===== config.mk =====
export PLATFORM = sky130hd
export DESIGN_NAME = decode_stage
export DESIGN_NICKNAME = d
export VERILOG_FILES = /design/src/rtl/decode_stage.sv
export SDC_FILE = /design/constraint.sdc
export NUM_CORES = 1
export LEC_CHECK = 0
export CORE_ASPECT_RATIO = 0.7
export CORE_MARGIN = 2
export CORE_UTILIZATION = 25
export CTS_CLUSTER_DIAMETER = 120
export DETAILED_ROUTE_END_ITERATION = 16
export HOLD_SLACK_MARGIN = 0.12
export PLACE_DENSITY = 0.46
export SYNTH_ARGS = -nofsm -noshare
export SYNTH_HDL_FRONTEND = slang
export SYNTH_SLANG_ARGS = --single-unit

===== constraint.sdc =====
create_clock -name clk -period 4.08 [get_ports clk]
set_input_delay 0.816 -clock clk [delete_from_list [all_inputs] [get_ports clk]]
set_output_delay 0.816 -clock clk [all_outputs]
set_load 0.03 [all_outputs]

===== src/rtl/decode_stage.sv =====
// RV32I multi-lane decode stage: per-lane combinational decoders feeding a
// 2-entry skid FIFO so fetch can keep streaming while dispatch stalls.

module decode_lane #(
  parameter int XLEN  = 32,
  parameter int UOP_W = XLEN + 45
) (
  input  logic [31:0]      instr,
  input  logic             lane_valid,
  output logic [UOP_W-1:0] uop
);

  localparam logic [6:0] OP_R      = 7'b0110011;
  localparam logic [6:0] OP_IALU   = 7'b0010011;
  localparam logic [6:0] OP_LOAD   = 7'b0000011;
  localparam logic [6:0] OP_STORE  = 7'b0100011;
  localparam logic [6:0] OP_BRANCH = 7'b1100011;
  localparam logic [6:0] OP_JAL    = 7'b1101111;
  localparam logic [6:0] OP_JALR   = 7'b1100111;
  localparam logic [6:0] OP_LUI    = 7'b0110111;
  localparam logic [6:0] OP_AUIPC  = 7'b0010111;

  typedef struct packed {
    logic has_imm;
    logic reg_write;
    logic alu_src;
    logic branch;
    logic mem_read;
    logic mem_write;
    logic mem_to_reg;
  } ctrl_t;

  logic [6:0]      opcode;
  logic [2:0]      funct3;
  logic [6:0]      funct7;
  logic [4:0]      rs1, rs2, rd_raw;
  logic [XLEN-1:0] imm_i, imm_s, imm_b, imm_u, imm_j;

  logic [XLEN-1:0] imm;
  logic [4:0]      rd;
  ctrl_t           ctrl;
  logic [1:0]      alu_op;
  logic [1:0]      lw_sw;
  logic            illegal;

  assign opcode = instr[6:0];
  assign funct3 = instr[14:12];
  assign funct7 = instr[31:25];
  assign rs1    = instr[19:15];
  assign rs2    = instr[24:20];
  assign rd_raw = instr[11:7];

  assign imm_i = {{(XLEN-12){instr[31]}}, instr[31:20]};
  assign imm_s = {{(XLEN-12){instr[31]}}, instr[31:25], instr[11:7]};
  assign imm_b = {{(XLEN-13){instr[31]}}, instr[31], instr[7], instr[30:25], instr[11:8], 1'b0};
  assign imm_u = {{(XLEN-32){instr[31]}}, instr[31:12], 12'b0};
  assign imm_j = {{(XLEN-21){instr[31]}}, instr[31], instr[19:12], instr[20], instr[30:21], 1'b0};

  always_comb begin
    imm     = '0;
    rd      = rd_raw;
    ctrl    = '0;
    alu_op  = 2'b00;
    lw_sw   = 2'b00;
    illegal = 1'b0;
    case (opcode)
      OP_R: begin
        ctrl.reg_write = 1'b1;
        alu_op         = 2'b10;
      end
      OP_IALU: begin
        ctrl.has_imm   = 1'b1;
        ctrl.reg_write = 1'b1;
        ctrl.alu_src   = 1'b1;
        alu_op         = 2'b10;
        imm            = imm_i;
      end
      OP_LOAD: begin
        ctrl.has_imm    = 1'b1;
        ctrl.reg_write  = 1'b1;
        ctrl.alu_src    = 1'b1;
        ctrl.mem_read   = 1'b1;
        ctrl.mem_to_reg = 1'b1;
        lw_sw           = 2'b01;
        imm             = imm_i;
      end
      OP_STORE: begin
        ctrl.has_imm   = 1'b1;
        ctrl.alu_src   = 1'b1;
        ctrl.mem_write = 1'b1;
        lw_sw          = 2'b10;
        imm            = imm_s;
        rd             = '0;
      end
      OP_BRANCH: begin
        ctrl.has_imm = 1'b1;
        ctrl.branch  = 1'b1;
        alu_op       = 2'b01;
        imm          = imm_b;
        rd           = '0;
      end
      OP_JAL, OP_JALR: begin
        ctrl.has_imm   = 1'b1;
        ctrl.reg_write = 1'b1;
        ctrl.alu_src   = 1'b1;
        ctrl.branch    = 1'b1;
        imm            = (opcode == OP_JAL) ? imm_j : imm_i;
      end
      OP_LUI, OP_AUIPC: begin
        ctrl.has_imm   = 1'b1;
        ctrl.reg_write = 1'b1;
        ctrl.alu_src   = 1'b1;
        imm            = imm_u;
      end
      default: illegal = 1'b1;
    endcase
  end

  // An invalid lane must be all-zero so downstream can ignore it without checking fields.
  assign uop = lane_valid
             ? {1'b1, illegal, lw_sw, alu_op, ctrl, imm, rd, rs2, rs1, funct7, funct3, opcode}
             : '0;

endmodule

module decode_stage #(
  parameter int XLEN  = 32,
  parameter int WIDTH = 2,
  parameter int PC_W  = 32,
  parameter int UOP_W = XLEN + 45
) (
  input  logic                   clk,
  input  logic                   rstn,
  input  logic                   flush,
  input  logic                   in_valid,
  output logic                   in_ready,
  input  logic [WIDTH*32-1:0]    in_instr,
  input  logic [WIDTH-1:0]       in_lane_valid,
  input  logic [PC_W-1:0]        in_pc,
  output logic                   out_valid,
  input  logic                   out_ready,
  output logic [PC_W-1:0]        out_pc,
  output logic [WIDTH*UOP_W-1:0] out_uop
);

  typedef struct packed {
    logic [PC_W-1:0]               pc;
    logic [WIDTH-1:0][UOP_W-1:0]   uop;
  } entry_t;

  logic [WIDTH-1:0][UOP_W-1:0] dec_uop;
  entry_t                      incoming;
  entry_t                      head, tail;
  logic [1:0]                  count;
  logic                        accept, pop;

  for (genvar i = 0; i < WIDTH; i++) begin : g_lane
    decode_lane #(.XLEN(XLEN), .UOP_W(UOP_W)) u_lane (
      .instr      (in_instr[32*i +: 32]),
      .lane_valid (in_lane_valid[i]),
      .uop        (dec_uop[i])
    );
  end

  assign incoming.pc  = in_pc;
  assign incoming.uop = dec_uop;

  // in_ready depends only on occupancy, never on out_ready, to keep the path registered.
  assign in_ready  = rstn & (count != 2'd2);
  assign out_valid = (count != 2'd0);
  assign accept    = in_valid & in_ready;
  assign pop       = out_valid & out_ready;

  assign out_pc  = head.pc;
  assign out_uop = head.uop;

  always_ff @(posedge clk) begin
    if (!rstn) begin
      count <= 2'd0;
      head  <= '0;
      tail  <= '0;
    end else if (flush) begin
      count <= 2'd0;
    end else begin
      case ({accept, pop})
        2'b10: begin
          if (count == 2'd0) head <= incoming;
          else               tail <= incoming;
          count <= count + 2'd1;
        end
        2'b01: begin
          head  <= tail;
          count <= count - 2'd1;
        end
        // Simultaneous accept and pop can only happen with one entry held.
        2'b11: head <= incoming;
        default: ;
      endcase
    end
  end

endmodule

==> Yosys cells after proc, flatten, opt, wreduce, memory -nomap -nowiden <==
Index checks and enable logic that the tools add are counted.
{ "totals": {"register_bits": 374, "out_inout_bits": 188} }
{ "op_classes": {"add_sub_neg": 2, "n_reduce_logical": 27, "n_mux": 29, "eq_ne": 23, "bitwise_logic": 6} }
{ "ops": {"columns": ["op", "n"], "rows": [
  ["$pmux 186 s3", 1],
  ["$pmux 32 s5", 2],
  ["$mux 186", 1],
  ["$mux 77", 2],
  ["$eq 7x6->1 const B", 6],
  ["$eq 7x7->1 const B", 6],
  ["$mux 20", 2],
  ["$eq 7x5->1 const B", 4],
  ["$reduce_or 7->1", 4],
  ["$reduce_or 2->1", 11],
  ["$pmux 2 s2", 5],
  ["$reduce_or 9->1", 2],
  ["$reduce_or 8->1", 2],
  ["$eq 7x2->1 const B", 2],
  ["$mux 1", 14],
  ["$mux 5", 2],
  ["$reduce_and 3->1", 2],
  ["$reduce_or 3->1", 2],
  ["$eq 2x2->1 const B", 2],
  ["$ne 2x2->1 const B", 2],
  ["$reduce_bool 2->1", 2],
  ["$and 1x1->1", 3],
  ["$not 1->1", 3],
  ["$reduce_bool 3->1", 1],
  ["other kinds (4)", 4]
]} }

==> Depth between registers and ports, before layout <==
Gate-level depths: netlist (run 1).
{ "depth": {"ltp_word": 6, "depth_mapped": 15, "depth_no_buf": 10} }

==> By module <==
A second synthesis (run 1) with hierarchy kept.
{ "unflattened": {"hier_cells": 2015, "area_unflattened_um2": 18159.9} }
{ "by_module_without_submodules": {"columns": ["mod", "seq_area_each_um2", "area_per_inst_um2", "n_inst", "cells_each"], "rows": [
  ["decode_stage", 7487.2, 16253.1, 1, 1719],
  ["decode_lane", 0.0, 953.4, 2, 148]
]} }

==> Worst setup path after synthesis (run 1) <==
Ideal clock, no wire load.
{ "synth_timing": {"kind": "input-to-reg", "start": "in rstn", "end": "reg head, in the netlist out_uop[120]", "setup_slack_ps": 332, "setup_ps": 75, "arrival_time_ps": 3673, "cell_stages": 15, "required_ps": 4005, "n_path_buf": 6, "path_cell_list": "buf_2 > inv_1 > clkbuf_1 > clkbuf_1 > a21oi_1 > nand2_1 > inv_1 > ha_1 > o21a_1 > or3_1 > clkbuf_1 > clkbuf_1 > clkbuf_1 > a21oi_1 > o22ai_1"} }
{ "synth_via": {"elab_chain_len": 5, "elab_cells_between_ends": 9, "classes_between": "eq/ne: 4; mux: 1; bitwise: 2; reduce/logical: 2"} }
{ "synth_rtl": {"columns": ["element", "line", "text"], "rows": [
  ["start, declared", "133", "input logic rstn,"],
  ["$and 1x1->1 (*)", "169", "assign in_ready = rstn & (count != 2'd2);"],
  ["via in_ready", "136", "output logic in_ready,"],
  ["$and 1x1->1 (*)", "171", "assign accept = in_valid & in_ready;"],
  ["$eq 2x2->1 / $eq 2x1->1 (equally long branches)", "185", "case ({accept, pop})"],
  ["$ne 2x2->1 (no line) / $reduce_bool 3->1 (equally long branches)", null, null],
  ["$reduce_and 3->1 (no line)", null, null],
  ["end signal, assigned", "187", "if (count == 2'd0) head <= incoming;"],
  ["end signal, assigned", "192", "head <= tail;"],
  ["end signal, assigned", "196", "2'b11: head <= incoming;"],
  ["end, declared", "153", "entry_t head, tail;"]
]} }
The timed path passes the listed nets; every way through them passes the cells marked *.
A chain may end at the register's enable or synchronous reset.

==> Worst setup path after layout (run 1) <==
{ "layout_timing": {"start": "in rstn", "end": "reg head, in the netlist out_uop[89]"} }
{ "layout_via": {"elab_chain_len": 5, "elab_cells_between_ends": 9, "classes_between": "eq/ne: 4; mux: 1; bitwise: 2; reduce/logical: 2"} }
{ "layout_rtl": {"columns": ["element", "line"], "rows": [
  ["$and 1x1->1", "169"],
  ["$and 1x1->1", "171"],
  ["$eq 2x2->1 / $eq 2x1->1 (equally long branches)", "185"],
  ["$ne 2x2->1 (no line) / $reduce_bool 3->1 (equally long branches)", null],
  ["$reduce_and 3->1 (no line)", null]
]} }
Parallel ways exist; a longest one is shown, timed or not.

==> impl_metrics.py, run 1 <==
metrics = {
    "status": {
        "status": "complete, no violations",
    },
    "drt": {
        "vias": 14620,
        "drcViolationCount": 0,
        "wl_per_cell_um": 19.59,
        "firstDrtPassIters": 5,
        "drt_wl_total_um": 57650,
        "ant_nets": 0,
        "drtIter0Drc": 1186,
        "routed_via_density": 4.969,
    },
    "floorplan": {
        "core_area_um2": 61140,
        "io-pin-count": 291,
        "die_w_um": 300.5,
        "fp.dieArea_um2": 63580,
        "row_count": 76,
        "start_util": 0.2517,
        "die_h_um": 211.6,
    },
    "critical_path": {
        "cp-endpoint": "out_uop[89]",
        "crit_path_top_delay_cell": "or3_4",
        "ff2ff_path_depth": 8,
        "crit_chain": "buf_2, inv_8, a21oi_1, nand2_1, inv_1, ha_1, o21a_1, or3_4, buf_12, a211oi_1, nor3_1",
        "worstPathRequired_ns": 4.48,
        "crit_family": "simple AND/OR/NAND/NOR gates",
        "startpoint_type": "input port",
        "crit_type": "in2reg",
        "crit_arrival_ns": 3.35,
        "reg2reg_slack_ns": 1.21,
        "r2r_start": "count[0]",
        "critPathMaxStageDelay_ns": 0.64,
        "cp-startpoint": "rstn",
        "r2r_end": "out_uop[89]",
        "cp-end-kind": "flip-flop",
        "crit_buf_inv": 4,
        "crit_fanout": 48,
        "cp_num_cells": 11,
    },
    "grt": {
        "overflow": 0,
        "grt_max_degree": 109,
        "grt_pass1_vias": 13460,
        "grtUsageTotal": 0.1765,
        "grt_pass1_wl_um": 86750,
        "antenna_found_initial": 2,
    },
    "clock_tree": {
        "cts_buffer_depth": 3,
        "h-tree-depth": 2,
        "post_cts_resized": 0,
        "tritoncts": "built",
        "root_buffer": "clkbuf_16",
        "clk_latency_ns": 0.58,
        "holdBufCountCts": 0,
        "cts.sinks": 366,
        "postCtsSetupBuffers": 0,
        "clk_pin_slew_ns": 0.06,
        "cts_made_buffers": 41,
    },
    "pwr": {
        "clkPwrFrac": 0.448,
        "ir_worst_vdd_uv": 199.8,
        "power_density_nw_per_um2": 429.8,
        "leakage_nw": 6.895,
        "p_int_mw": 6.362,
        "p_sw_frac": 0.2726,
        "switching_power_mw": 2.384,
        "finalPower_mw": 8.746,
        "power_frac_seq": 0.428,
        "combPwrFrac": 0.124,
    },
    "sta": {
        "drv_slew": 0,
        "hold_viol_final": 0,
        "finalCritPeriodShare": 0.7245,
        "post-route-min-period_ns": 2.956,
        "fmaxAchievable_mhz": 338.3,
        "relSlewSlack": 0.2715,
        "rsz0062_at_grt": "false",
        "tightest_slew_ns": 1.093,
        "tns_ns": 0,
        "fin_skew_ns": 0.03178,
        "setup_viol": 0,
    },
    "synth": {
        "ys_ff_latch": 366,
        "avgSynthCellArea_um2": 8.077,
        "yosys_warnings": 0,
        "yosys.area.top_type_share": 0.4762,
        "synth-edff-count": 0,
        "synth_cells": 1905,
        "synth_fp_nets": 2011,
        "synthArstFlopShare": 0,
        "ys.flop_type": "dfxtp_1",
        "synth_area_leaders": "dfxtp_1, a21oi_1, nand2_1",
        "synth_cell_type_count": 72,
        "synth_seq_area_share": 0.4762,
        "synth_area_leader_cell": "dfxtp_1",
        "syn_area_um2": 15390,
    },
    "placed_design": {
        "dpl_cell_area_um2": 18940,
        "gp_congestion": 0.8067,
        "port_buffers": 290,
        "hpwlAfterDp_um": 38740,
    },
    "cells_and_area": {
        "layout_common_cells": "dfxtp_1, clkdlybuf4s50_1, nand2_1",
        "fill_cells": 6352,
        "syn2layout_area_growth_pct": 32.26,
        "final_common_cell": "dfxtp_1",
        "regArea_um2": 7327,
        "multi_input_area_um2": 7287,
        "finalNetCount": 2197,
        "drive_above_1_share": 0.06830,
        "design_area_um2": 20350,
    },
    "run": {
        "drv_cap": 0,
    },
    "hold_path": {
        "hold_path.class": "reg2reg",
    },
}
layout make-up:
| class | count | area share |
|---|---|---|
| clock inverters | 16 | 0.01082 |
| multi-input cells | 1344 | 0.3581 |
| clock buffers | 59 | 0.05816 |
| diodes | 1 | 0.0001230 |
| inverters | 10 | 0.002213 |
| repair buffers | 328 | 0.1602 |
| flip-flops and latches | 366 | 0.3600 |
| well taps | 819 | 0.05035 |
Yosys cell counts (4+ instances only):
master / instances
dfxtp_1: 366
nand2_1: 260
nor2_1: 229
a21oi_1: 221
clkbuf_1: 143
o21ai_0: 90
a211oi_1: 87
nand3_1: 67
nor3_1: 60
o21ai_1: 40
mux2i_1: 33
a32oi_1: 28
and3_1: 27
o22ai_1: 25
and2_1: 21
a221oi_1: 18
buf_2: 17
a22oi_1: 16
buf_1: 13
a22o_1: 10
inv_1: 10
o21ai_2: 10
buf_4: 8
nand2b_1: 7
a21o_1: 6
nand4b_1: 6
a21oi_2: 5
nand4_1: 5
nor2b_1: 5
buf_6: 4
nor4_1: 4
metal layers:
layer,share of wire,track usage
met5,0.00023,0
met1,0.51,0.2729
met2,0.39,0.2357
met4,0.017,0.04069
met3,0.087,0.04875
worst min path at each step:
stage,startpoint,to,depth (start not counted)
CTS,tail[50],tail[50],2
global route,tail[46],tail[46],2
floorplan,tail[33],tail[33],2
detailed placement,tail[50],tail[50],2
global placement,tail[33],tail[33],2
finish,tail[53],tail[53],2
worst register-to-register path: cells and delay by family (launching register included):
| kind | cells | cell delay [ns] |
|---|---|---|
| AND/OR/NAND/NOR | 3 | 0.93 |
| AO/OA/AOI/OAI | 2 | 0.64 |
| flip-flops | 1 | 0.44 |
| buffers and inverters | 2 | 0.40 |
| adder cells (fa/ha/maj) | 1 | 0.29 |
sequential cells by signal, summed over array words and instances, names as in the netlist:
signal	flops
tail	182
out_uop	150
out_pc	32
count	2
per-stage QoR:
step / worst slack (ns) / util / hold slack (ns) / std cells
after global placement: 0.5926 / 0.3098 / 0.4302 / 2867
final: 1.124 / 0.3328 / 0.4428 / 2943
after detailed placement: 0.6111 / 0.3098 / 0.4372 / 2867
after CTS: 1.218 / 0.3328 / 0.4456 / 2942
after floorplan: 0.3322 / - / 0.4168 / 1905
after global routing: 0.8881 / 0.3328 / 0.4591 / 2942
power by group through the flow:
stage	combinational (mW)	clock (mW)	sequential (mW)
final	1.09	3.92	3.74
after floorplan	0.392	0	3.99
after detailed placement	1.09	0	3.82
after global routing	1.17	4.20	3.75
after CTS	1.09	4.04	3.75
after global placement	1.09	0	3.82
cell families after synthesis:
group                      after synthesis  synth area share
and+or+nand+nor                        719            0.2086
AOI/OAI and AO/OA                      586            0.2368
DFF                                    366            0.4762
buffers and inverters                  195           0.05285
muxes                                   33           0.02147
xor gates and xnor gates                 3          0.001708
adders and majority gates                3          0.002440
(Power assumes the default switching activity.)
==> run 2, diff against run 1 <==
--- a/config.mk
+++ b/config.mk
@@ -11,7 +11,7 @@
 export CTS_CLUSTER_DIAMETER = 120
 export DETAILED_ROUTE_END_ITERATION = 16
 export HOLD_SLACK_MARGIN = 0.12
-export PLACE_DENSITY = 0.46
+export PLACE_DENSITY = 0.48
 export SYNTH_ARGS = -nofsm -noshare
 export SYNTH_HDL_FRONTEND = slang
 export SYNTH_SLANG_ARGS = --single-unit
==> constraint.sdc (replaced) <==
create_clock -name clk -period 2.55 [get_ports clk]
set_input_delay 0.51 -clock clk [delete_from_list [all_inputs] [get_ports clk]]
set_output_delay 0.51 -clock clk [all_outputs]
set_load 0.03 [all_outputs]
==> run 2 against run 1 <==
Against the previous run: sequential share of layout area fell by 2.2 points; clock power rose by 55%; count of clock-buffer cells in the layout rose by 4; critical path depth fell by 9; utilization rose by 2.1 points; routed wire length rose by 0.39%; sequential power rose by 60%; design area rose by 6.4%; critical path type is now reg2out; largest power group unchanged; highest routed layer is now met4.
==> impl_metrics.py, run 2 (synthesized netlist as in run 1, its figures left out) <==
metrics = {
    "sta": {
        "fmaxAchievable_mhz": 418.6,
        "finalCritPeriodShare": 0.9368,
        "worst_slack_ns": 0.1611,
        "hold_viol_final": 0,
        "tightest_slew_ns": 1.037,
        "tns_ns": 0,
        "setup_viol": 0,
        "drv_slew": 0,
        "fin_skew_ns": 0.01455,
        "rsz0062_at_grt": "false",
        "relSlewSlack": 0.3084,
        "post-route-min-period_ns": 2.389,
    },
    "clock_tree": {
        "cts_buffer_depth": 3,
        "tritoncts": "built",
        "cts.sinks": 366,
        "clk_pin_slew_ns": 0.06,
        "clk_latency_ns": 0.55,
        "h-tree-depth": 2,
        "holdBufCountCts": 0,
        "root_buffer": "clkbuf_16",
        "postCtsSetupBuffers": 0,
        "post_cts_resized": 0,
        "cts_made_buffers": 42,
    },
    "floorplan": {
        "core_area_um2": 61140,
        "io-pin-count": 291,
        "die_w_um": 300.5,
        "fp.dieArea_um2": 63580,
        "start_util": 0.2517,
        "die_h_um": 211.6,
        "row_count": 76,
    },
    "cells_and_area": {
        "layout_common_cells": "dfxtp_1, clkdlybuf4s50_1, nand2_1",
        "final_common_cell": "dfxtp_1",
        "design_area_um2": 21660,
        "fin_util": 0.3542,
        "fill_cells": 6281,
        "largest_reg_flops": 182,
        "fin_cells": 3048,
        "syn2layout_area_growth_pct": 40.76,
        "regMostFlops": "tail",
        "finalNetCount": 2306,
        "drive_above_1_share": 0.1275,
    },
    "pwr": {
        "leakage_nw": 7.588,
        "clkPwrFrac": 0.434,
        "power_density_nw_per_um2": 644.4,
        "p_sw_frac": 0.2679,
        "switching_power_mw": 3.740,
        "ir_worst_vdd_uv": 337.5,
        "p_int_mw": 10.22,
        "power_frac_seq": 0.429,
        "combPwrFrac": 0.137,
    },
    "drt": {
        "wl_per_cell_um": 18.99,
        "routed_via_density": 4.939,
        "firstDrtPassIters": 5,
        "ant_nets": 0,
        "drtIter0Drc": 1194,
        "vias": 15050,
        "drcViolationCount": 0,
        "drt_wl_total_um": 57870,
    },
    "grt": {
        "grtUsageTotal": 0.1757,
        "grt_max_degree": 200,
        "grt_pass1_vias": 13910,
        "overflow": 0,
        "grt_pass1_wl_um": 86880,
        "antenna_found_initial": 3,
    },
    "run": {
        "drv_cap": 0,
    },
    "critical_path": {
        "worstPathRequired_ns": 2.04,
        "crit_fanout": 4,
        "crit_type": "reg2out",
        "crit_arrival_ns": 1.88,
        "cp-end-kind": "primary output",
        "startpoint_type": "flip-flop",
    },
    "hold_path": {
        "hold_path.class": "in2reg",
    },
    "placed_design": {
        "dpl_cell_area_um2": 20300,
        "port_buffers": 290,
        "post-place-cells": 2975,
        "gp_congestion": 0.8228,
        "hpwlAfterDp_um": 40380,
        "place_ws_ns": -0.1756,
    },
    "status": {
        "status": "complete, no violations",
    },
}
-- run 2: worst max-delay path, cell delays in order, from the launching register on --
cell             delay [ns]
dfxtp_1                0.37
or2_2                  0.34
clkdlybuf4s50_1        0.61
-- run 2: path summary, 6_finish.rpt --
check | cells after the start | endpoint | slack (ns) | start
worst max-delay path | 2 | out_valid | 0.16 | count[1]
worst min-delay path | 3 | tail[153] | 0.30 | in_lane_valid[1]
worst max register to register | 13 | tail[127] | 0.17 | count[0]
worst min register to register | 2 | tail[47] | 0.44 | tail[47]
-- run 2: routing by layer --
layer  up-vias  routed length (um)  GRT usage
li1       7335                   -          -
met1      7155               30370     0.2796
met2       495               22390     0.2331
met3        69                4216    0.03972
met4         0                 885    0.03724
met5         -                   0          0
-- run 2: power groups by stage --
stage / combinational (mW) / sequential (mW) / clock [mW]
2_1_floorplan: 0.682 / 6.39 / 0
3_3_place_gp: 1.90 / 6.11 / 0
3_5_place_dp: 1.91 / 6.11 / 0
4_1_cts: 1.92 / 5.99 / 6.24
5_1_grt: 2.05 / 6.00 / 6.47
6_report: 1.91 / 5.98 / 6.06
-- run 2: cell type report --
cell class | count | area, um^2 | area share
clock inverter | 8 | 101.3 | 0.004679
inverter | 10 | 45.04 | 0.002080
multi-input combinational | 1344 | 7498 | 0.3462
tap | 819 | 1025 | 0.04731
sequential | 366 | 7327 | 0.3383
antenna | 2 | 5.005 | 0.0002311
clock buffer | 63 | 1251 | 0.05777
timing repair buffer | 436 | 4407 | 0.2035
-- run 2: per-stage QoR --
stage | hold slack, ns | power, mW
3_3_place_gp | 0.4313 | 8.014
2_1_floorplan | 0.4168 | 7.069
5_1_grt | 0.2855 | 14.51
4_1_cts | 0.2608 | 14.15
3_5_place_dp | 0.4367 | 8.022
6_report | 0.3003 | 13.96
